### config.mk
export PLATFORM = sky130hd
export DESIGN_NAME = stream_frame_mux_flat
export DESIGN_NICKNAME = d
export VERILOG_FILES = /design/src/rtl/stream_frame_mux_pkg.sv /design/src/rtl/stream_frame_mux_if.sv /design/src/rtl/stream_frame_mux_sel.sv /design/src/rtl/stream_frame_mux.sv /design/src/flat_wrapper.sv
export SDC_FILE = /design/constraint.sdc
export NUM_CORES = 1
export LEC_CHECK = 0
export ABC_AREA = 0
export BUFFER_PORTS_ARGS = -buffer_cell sky130_fd_sc_hd__clkbuf_2
export CAP_MARGIN = 20
export CORE_ASPECT_RATIO = 2
export CORE_UTILIZATION = 28
export DETAILED_ROUTE_END_ITERATION = 10
export PLACE_DENSITY = 0.59
export SLEW_MARGIN = 0
export SYNTH_ARGS = -nofsm -noshare
export SYNTH_HDL_FRONTEND = slang
export SYNTH_HIERARCHICAL = 1
export SYNTH_SLANG_ARGS = --single-unit
### constraint.sdc
create_clock -name clk -period 3.52 [get_ports clk]
set_clock_uncertainty 0.15 [all_clocks]
set_input_delay 0.176 -clock clk [delete_from_list [all_inputs] [get_ports clk]]
set_output_delay 0.176 -clock clk [all_outputs]
set_load 0.005 [all_outputs]
### src/rtl/stream_frame_mux_pkg.sv
// Shared stream dtype codes, FSM state encoding and counter width for
// the frame-aware source multiplexer.
`ifndef STREAM_FRAME_MUX_DTYPES
`define STREAM_FRAME_MUX_DTYPES
`define DTYPE_WIDTH 2
`define DTYPE_DATA  2'd0
`define FRAME_START 2'd1
`define FRAME_END   2'd2
`endif

package stream_frame_mux_pkg;

    localparam int COUNT_WIDTH = 16;
    localparam int DTYPE_WIDTH = `DTYPE_WIDTH;

    typedef logic [DTYPE_WIDTH-1:0] dtype_t;
    typedef logic [COUNT_WIDTH-1:0] count_t;

    localparam dtype_t DT_DATA        = `DTYPE_DATA;
    localparam dtype_t DT_FRAME_START = `FRAME_START;
    localparam dtype_t DT_FRAME_END   = `FRAME_END;

    localparam logic [1:0] ST_IDLE       = 2'd0;
    localparam logic [1:0] ST_WAIT_START = 2'd1;
    localparam logic [1:0] ST_PASS       = 2'd2;

    function automatic count_t sat_inc(input count_t value);
        return (value == '1) ? value : value + 1'b1;
    endfunction

endpackage

### src/rtl/stream_frame_mux_if.sv
// Bundle of the per-source input streams and the single muxed output stream.
interface stream_frame_mux_if
    import stream_frame_mux_pkg::*;
#(
    parameter int DATA_WIDTH = 16,
    parameter int NUM_SRC    = 3
);

    logic [NUM_SRC-1:0]             dvi;
    logic [NUM_SRC*DTYPE_WIDTH-1:0] dtypei;
    logic [NUM_SRC*DATA_WIDTH-1:0]  datai;

    logic                           dvo;
    dtype_t                         dtypeo;
    logic [DATA_WIDTH-1:0]          datao;

    modport master (
        output dvi, dtypei, datai,
        input  dvo, dtypeo, datao
    );

    modport slave (
        input  dvi, dtypei, datai,
        output dvo, dtypeo, datao
    );

endinterface

### src/rtl/stream_frame_mux_sel.sv
// Combinational NUM_SRC:1 slice selector; an out-of-range index yields an
// idle, all-zero beat.
module stream_frame_mux_sel
    import stream_frame_mux_pkg::*;
#(
    parameter int DATA_WIDTH = 16,
    parameter int NUM_SRC    = 3,
    parameter int SEL_WIDTH  = 2
) (
    input  logic [SEL_WIDTH-1:0]            sel,
    input  logic [NUM_SRC-1:0]              dvi,
    input  logic [NUM_SRC*DTYPE_WIDTH-1:0]  dtypei,
    input  logic [NUM_SRC*DATA_WIDTH-1:0]   datai,
    output logic                            dv,
    output dtype_t                          dtype,
    output logic [DATA_WIDTH-1:0]           data
);

    always_comb begin
        // NOTE: every output gets a default first so no path can infer a latch.
        dv    = 1'b0;
        dtype = '0;
        data  = '0;
        for (int k = 0; k < NUM_SRC; k++) begin
            if (sel == SEL_WIDTH'(k)) begin
                dv    = dvi[k];
                dtype = dtypei[k*DTYPE_WIDTH +: DTYPE_WIDTH];
                data  = datai[k*DATA_WIDTH +: DATA_WIDTH];
            end
        end
    end

endmodule

### src/rtl/stream_frame_mux.sv
// Frame-aware stream multiplexer: source switches and enable changes only
// take effect on frame boundaries, so frames are never truncated or spliced.
module stream_frame_mux
    import stream_frame_mux_pkg::*;
#(
    parameter int DATA_WIDTH = 16,
    parameter int NUM_SRC    = 3,
    parameter int SEL_WIDTH  = 2
) (
    input  logic                   clk,
    input  logic                   reset,
    input  logic                   enable,
    input  logic [SEL_WIDTH-1:0]   sel_req,
    stream_frame_mux_if.slave      bus,
    output logic [SEL_WIDTH-1:0]   active_sel,
    output logic                   switch_pending,
    output count_t                 frame_count,
    output count_t                 drop_count
);

    logic [1:0]            state;
    logic                  drop_armed;
    logic                  src_dv;
    dtype_t                src_dtype;
    logic [DATA_WIDTH-1:0] src_data;
    logic                  sel_ok;
    logic                  is_start;
    logic                  is_end;

    stream_frame_mux_sel #(
        .DATA_WIDTH (DATA_WIDTH),
        .NUM_SRC    (NUM_SRC),
        .SEL_WIDTH  (SEL_WIDTH)
    ) u_sel (
        .sel    (active_sel),
        .dvi    (bus.dvi),
        .dtypei (bus.dtypei),
        .datai  (bus.datai),
        .dv     (src_dv),
        .dtype  (src_dtype),
        .data   (src_data)
    );

    assign sel_ok         = 32'(sel_req) < NUM_SRC;
    assign is_start       = src_dv && (src_dtype == DT_FRAME_START);
    assign is_end         = src_dv && (src_dtype == DT_FRAME_END);
    assign switch_pending = (sel_req != active_sel) && (state != ST_IDLE);

    // drop_armed limits WAIT_START discards to one drop_count step per entry.
    always_ff @(posedge clk or posedge reset) begin
        // NOTE: sequential state uses non-blocking assignments only.
        if (reset) begin
            state       <= ST_IDLE;
            drop_armed  <= 1'b0;
            active_sel  <= '0;
            frame_count <= '0;
            drop_count  <= '0;
            bus.dvo     <= 1'b0;
            bus.dtypeo  <= '0;
            bus.datao   <= '0;
        end else begin
            bus.dvo <= 1'b0;
            case (state)
                ST_IDLE: begin
                    if (enable && sel_ok) begin
                        state      <= ST_WAIT_START;
                        active_sel <= sel_req;
                        drop_armed <= 1'b1;
                    end
                end

                ST_WAIT_START: begin
                    // A switch in this cycle ignores the old source's beat,
                    // so a frame can never start on a source being left.
                    if (!enable || !sel_ok) begin
                        state <= ST_IDLE;
                    end else if (sel_req != active_sel) begin
                        active_sel <= sel_req;
                    end else if (is_start) begin
                        bus.dvo    <= 1'b1;
                        bus.dtypeo <= src_dtype;
                        bus.datao  <= src_data;
                        state      <= ST_PASS;
                    end else if (src_dv && drop_armed) begin
                        drop_count <= sat_inc(drop_count);
                        drop_armed <= 1'b0;
                    end
                end

                ST_PASS: begin
                    if (src_dv) begin
                        bus.dvo    <= 1'b1;
                        bus.dtypeo <= src_dtype;
                        bus.datao  <= src_data;
                        if (is_end) begin
                            frame_count <= frame_count + 1'b1;
                            if (!enable || !sel_ok) begin
                                state <= ST_IDLE;
                            end else begin
                                state      <= ST_WAIT_START;
                                active_sel <= sel_req;
                                drop_armed <= 1'b1;
                            end
                        end else if (is_start) begin
                            drop_count <= sat_inc(drop_count);
                        end
                    end
                end

                default: state <= ST_IDLE;
            endcase
        end
    end

endmodule

### src/flat_wrapper.sv
// flat-port wrapper written by rule: the top's interface ports become plain ports
module stream_frame_mux_flat import stream_frame_mux_pkg::*;
#(
    parameter int DATA_WIDTH = 16,
    parameter int NUM_SRC    = 3,
    parameter int SEL_WIDTH  = 2
)
  (clk, reset, enable, sel_req, active_sel, switch_pending, frame_count, drop_count, bus_dvi, bus_dtypei, bus_datai, bus_dvo, bus_dtypeo, bus_datao);
  stream_frame_mux_if #(.DATA_WIDTH(DATA_WIDTH), .NUM_SRC(NUM_SRC)) bus_i ();
  input  logic clk;
  input  logic reset;
  input  logic enable;
  input  logic [SEL_WIDTH-1:0] sel_req;
  output logic [SEL_WIDTH-1:0] active_sel;
  output logic switch_pending;
  output count_t frame_count;
  output count_t drop_count;
  input wire logic [$bits(bus_i.dvi)-1:0] bus_dvi;
  input wire logic [$bits(bus_i.dtypei)-1:0] bus_dtypei;
  input wire logic [$bits(bus_i.datai)-1:0] bus_datai;
  output wire logic [$bits(bus_i.dvo)-1:0] bus_dvo;
  output wire logic [$bits(bus_i.dtypeo)-1:0] bus_dtypeo;
  output wire logic [$bits(bus_i.datao)-1:0] bus_datao;
  assign bus_i.dvi = bus_dvi;
  assign bus_i.dtypei = bus_dtypei;
  assign bus_i.datai = bus_datai;
  assign bus_dvo = bus_i.dvo;
  assign bus_dtypeo = bus_i.dtypeo;
  assign bus_datao = bus_i.datao;
  stream_frame_mux #(.DATA_WIDTH(DATA_WIDTH), .NUM_SRC(NUM_SRC), .SEL_WIDTH(SEL_WIDTH)) u_core (.clk(clk), .reset(reset), .enable(enable), .sel_req(sel_req), .bus(bus_i), .active_sel(active_sel), .switch_pending(switch_pending), .frame_count(frame_count), .drop_count(drop_count));
endmodule
==> impl_results.md <==
* Switching pwr at 0.8691 mW
* R2R Setup Slk at 690 ps
* Clock slew at reported path FFs at 70 ps
* CTS tree: yes
* Area of the core at 10,610 um^2
* Detailed Route WL at 7.531 mm
* Cells taking the most area after synthesis: dfrtp_1 (46%), mux2_2 (9.2%), mux2i_1 (6.2%), o2bb2ai_1 (5.4%), xor2_1 (5.1%)
* Clock power frac at 23.1%
* Number of global-route vias before repair at 2,642
* Drt pass-1 iters at 4
* Mapped Cells at 268
* Hold Buf Count CTS at 1
* Port Buffers at 115
* Setup violators final at 0
* CP required at 3550 ps
* Logic pwr share at 40.9%
* Post-Syn Nets at 336
* Pins Over Slew Limit at 0
* Sequential fraction of the synthesis area at 45.57%
* Setup slack at placement at 689.5 ps
* Maximum VDD drop at 0.0003394 V
* Post-Syn Area at 3075 um^2
* Largest family of logic cells by synthesized area: multiplexers
* Uppermost layer routed: met4
* CTS Buffer Depth at 2
* Post-DRT Antenna Nets at 0
* Post-Synth Simple-Gate Area at 15.74%
* DR WL met3 at 370 um
* # IOs at 116
* Post_cts resized at 0
* Post-synthesis xor/xnor area fraction at 8.544%
* Min-Delay Path Class: input port to flop
* Register Area at 1401 um^2
* Synth unique cells at 46
* Synth Area in Compound Gates at 8.666%
* Layout Nets at 456
* Top FF cell, synth: dfrtp_1
* Largest net degree at the start of global routing at 39
* Setup ws final at 691.1 ps
* Die Y at 150.2 um
* Critical path arrival at 2860 ps
* Startpoint types: flop
* Vias/cell at 4.747
* Final Critical Period at 2829 ps
* Area share of the largest cell type after synthesis at 45.57%
* DRT iter0 DRCs at 88
* Fmax at 0.3535 GHz
* CP Capture Type: flop
* Initial Util at 28.99%
* Met1 WL at 2.922 mm
* WS Path Type: flop to flop
* # fillers at 1,059
* Worst-path fanout max at 10
* H-tree depth at 2
* Total number of vias at 2,497
* Sequential share of power at 36.0%
* Layout cells sized above 1 at 42.93%
* Final number of hold-violating endpoints at 0
* Overall routing resource usage at 13.64%
* CP peak stage delay at 560 ps
* Per-cell routed wire length at 14.32 um
* GR Overflow Total at 0
* YS warnings at 6
* Leak at 2.044 nW
* Post-synth ARST share at 100.0%
* Yosys reg bits at 56
* Setup_tns at 0 ps
* Routed wl met2 at 4.069 mm
* Area leader, netlist: dfrtp_1
* Power per cell area at 641.8 nW/um^2
* Max_cap viols at 0
* Total power draw at 2.556 mW
* Clk sink count at 56
* # diodes at 0
* DRC Markers at 0
* Slew margin rel. at 44.68%
* Critical Path Slowest Stage Cell: dfrtp_1
* Cts bufs inserted at 5
* Worst path cell trace: buf_4, mux2i_1, o2bb2ai_1, and2b_4, nor3b_2, a32oi_2, or3b_4, mux2_4
* Fin crit share at 80.37%
* Outcome: complete, no violations
* CTS root buf: clkbuf_16
* Internal power at 1.687 mW
* Die area at 11,430 um^2
* Post-synthesis mux area share at 15.83%
* Initial antenna violation count at 0
* Switch share at 34.00%
* EDFF count, synth at 0
* Half-perimeter wire length after detailed placement at 5.920 mm
* Worst-Margin Slew at 828.5 ps
* Mean Syn Cell Area at 11.48 um^2
* Routability Congestion at 0.7886
* Die X at 76.11 um
* Syn-to-layout area delta at 29.50%
* Clock latency on the worst-skew pair at 300 ps
* Post-synthesis adder-cell area fraction at 2.441%
* RSZ-0062 raised after global routing: no
* First-pass GRT wire length at 12.25 mm
* Multi-input combinational cell area at 1575 um^2
* Post-CTS Setup Bufs at 0
* Rows at 53
-- stage by stage --
| stage | util [%] | instance area, um^2 | cells | hold slack, ps |
|---|---|---|---|---|
| after global placement | 35.77 | 3795 | 517 | 215.0 |
| final | 37.54 | 3983 | 526 | 59.78 |
| after detailed placement | 35.77 | 3795 | 517 | 235.1 |
| after floorplan | - | 3075 | 268 | 176.5 |
| after CTS | 37.54 | 3983 | 526 | 56.01 |
| after global routing | 37.54 | 3983 | 526 | 69.65 |
-- cell usage in the layout (no fill, tap or decap), types with 2 or more instances in the layout --
cell type,n
inv_1,2
nand3_1,9
and4_1,6
mux2_2,25
and2_1,3
xor2_1,18
clkbuf_2,115
clkbuf_16,5
mux2i_1,19
nand4_1,9
nor3_1,6
dfrtp_1,56
buf_4,8
o2bb2ai_1,19
nand2_1,22
nor4b_1,2
nor4_1,3
nor2b_1,2
nor2_1,14
a21oi_1,2
xnor2_1,12
ha_1,6
-- per-layer routing --
metal | up-vias | global-route usage (%)
met1 | 1188 | 14.60
li1 | 1211 | -
met3 | 12 | 2.303
met2 | 86 | 26.00
met5 | - | 0
met4 | 0 | 5.962
-- cell type report --
cell class | instances | area share [%]
clock buffer | 6 | 3.487
clock inverter | 2 | 0.9739
inverter | 3 | 0.2828
multi-input combinational | 198 | 39.55
sequential | 56 | 35.19
tap | 137 | 4.304
timing repair buffer | 124 | 16.21
-- critical path, delay by kind of cell (launching register included) --
kind                   cells  cell delay, ps
AOI/OAI and AO/OA          2             340
buffers and inverters      1             280
DFF                        1             560
muxes                      2             530
and+or+nand+nor            3             860
-- cell families after synthesis --
kind of cell,count (synthesis)
AOI/OAI and AO/OA,30
xor gates and xnor gates,30
adders and majority gates,6
buffers and inverters,14
DFF,56
muxes,45
and+or+nand+nor,87
-- path summary, 6_finish.rpt --
path	from	endpoint	depth (start not counted)
min in group asynchronous	reset	u_core/frame_count[1]	3
min	sel_req[1]	u_core/active_sel[1]	2
min reg2reg	u_core/frame_count[15]	u_core/frame_count[15]	1
max	u_core/active_sel[0]	u_core/drop_count[1]	8
max reg2reg	u_core/active_sel[0]	u_core/drop_count[1]	8
max in group asynchronous	reset	u_core/drop_armed	4
-- cells in the mapped netlist, drive strengths merged (2+ instances only) --
library cell	n
nor4	4
nor3	6
ha	6
xor2	18
nor3b	2
nor4b	2
mux2	26
mux2i	19
and2	3
o21ai	2
inv	3
and4	6
nand3	9
o2bb2ai	19
nand4	9
nor2b	2
nor2	15
nand2	22
and3	2
buf	10
a21oi	2
xnor2	12
dfrtp	56
-- power by group through the flow --
stage               combinational, mW  sequential [mW]  clock (mW)
global placement                 1.04            0.930           0
global route                     1.15            0.946       0.641
detailed placement               1.06            0.935           0
finish                           1.05            0.921       0.590
CTS                              1.06            0.923       0.620
floorplan                       0.730            0.917           0
-- state kept, by name, indices dropped and copies added, names as in the netlist --
register,cells
u_core/drop_armed,1
u_core/drop_count,16
u_core/frame_count,16
u_core/state,2
u_core/bus.dvo,1
u_core/bus.dtypeo,2
u_core/active_sel,2
u_core/bus.datao,16
No activity file was read; power rests on OpenSTA's default activity.
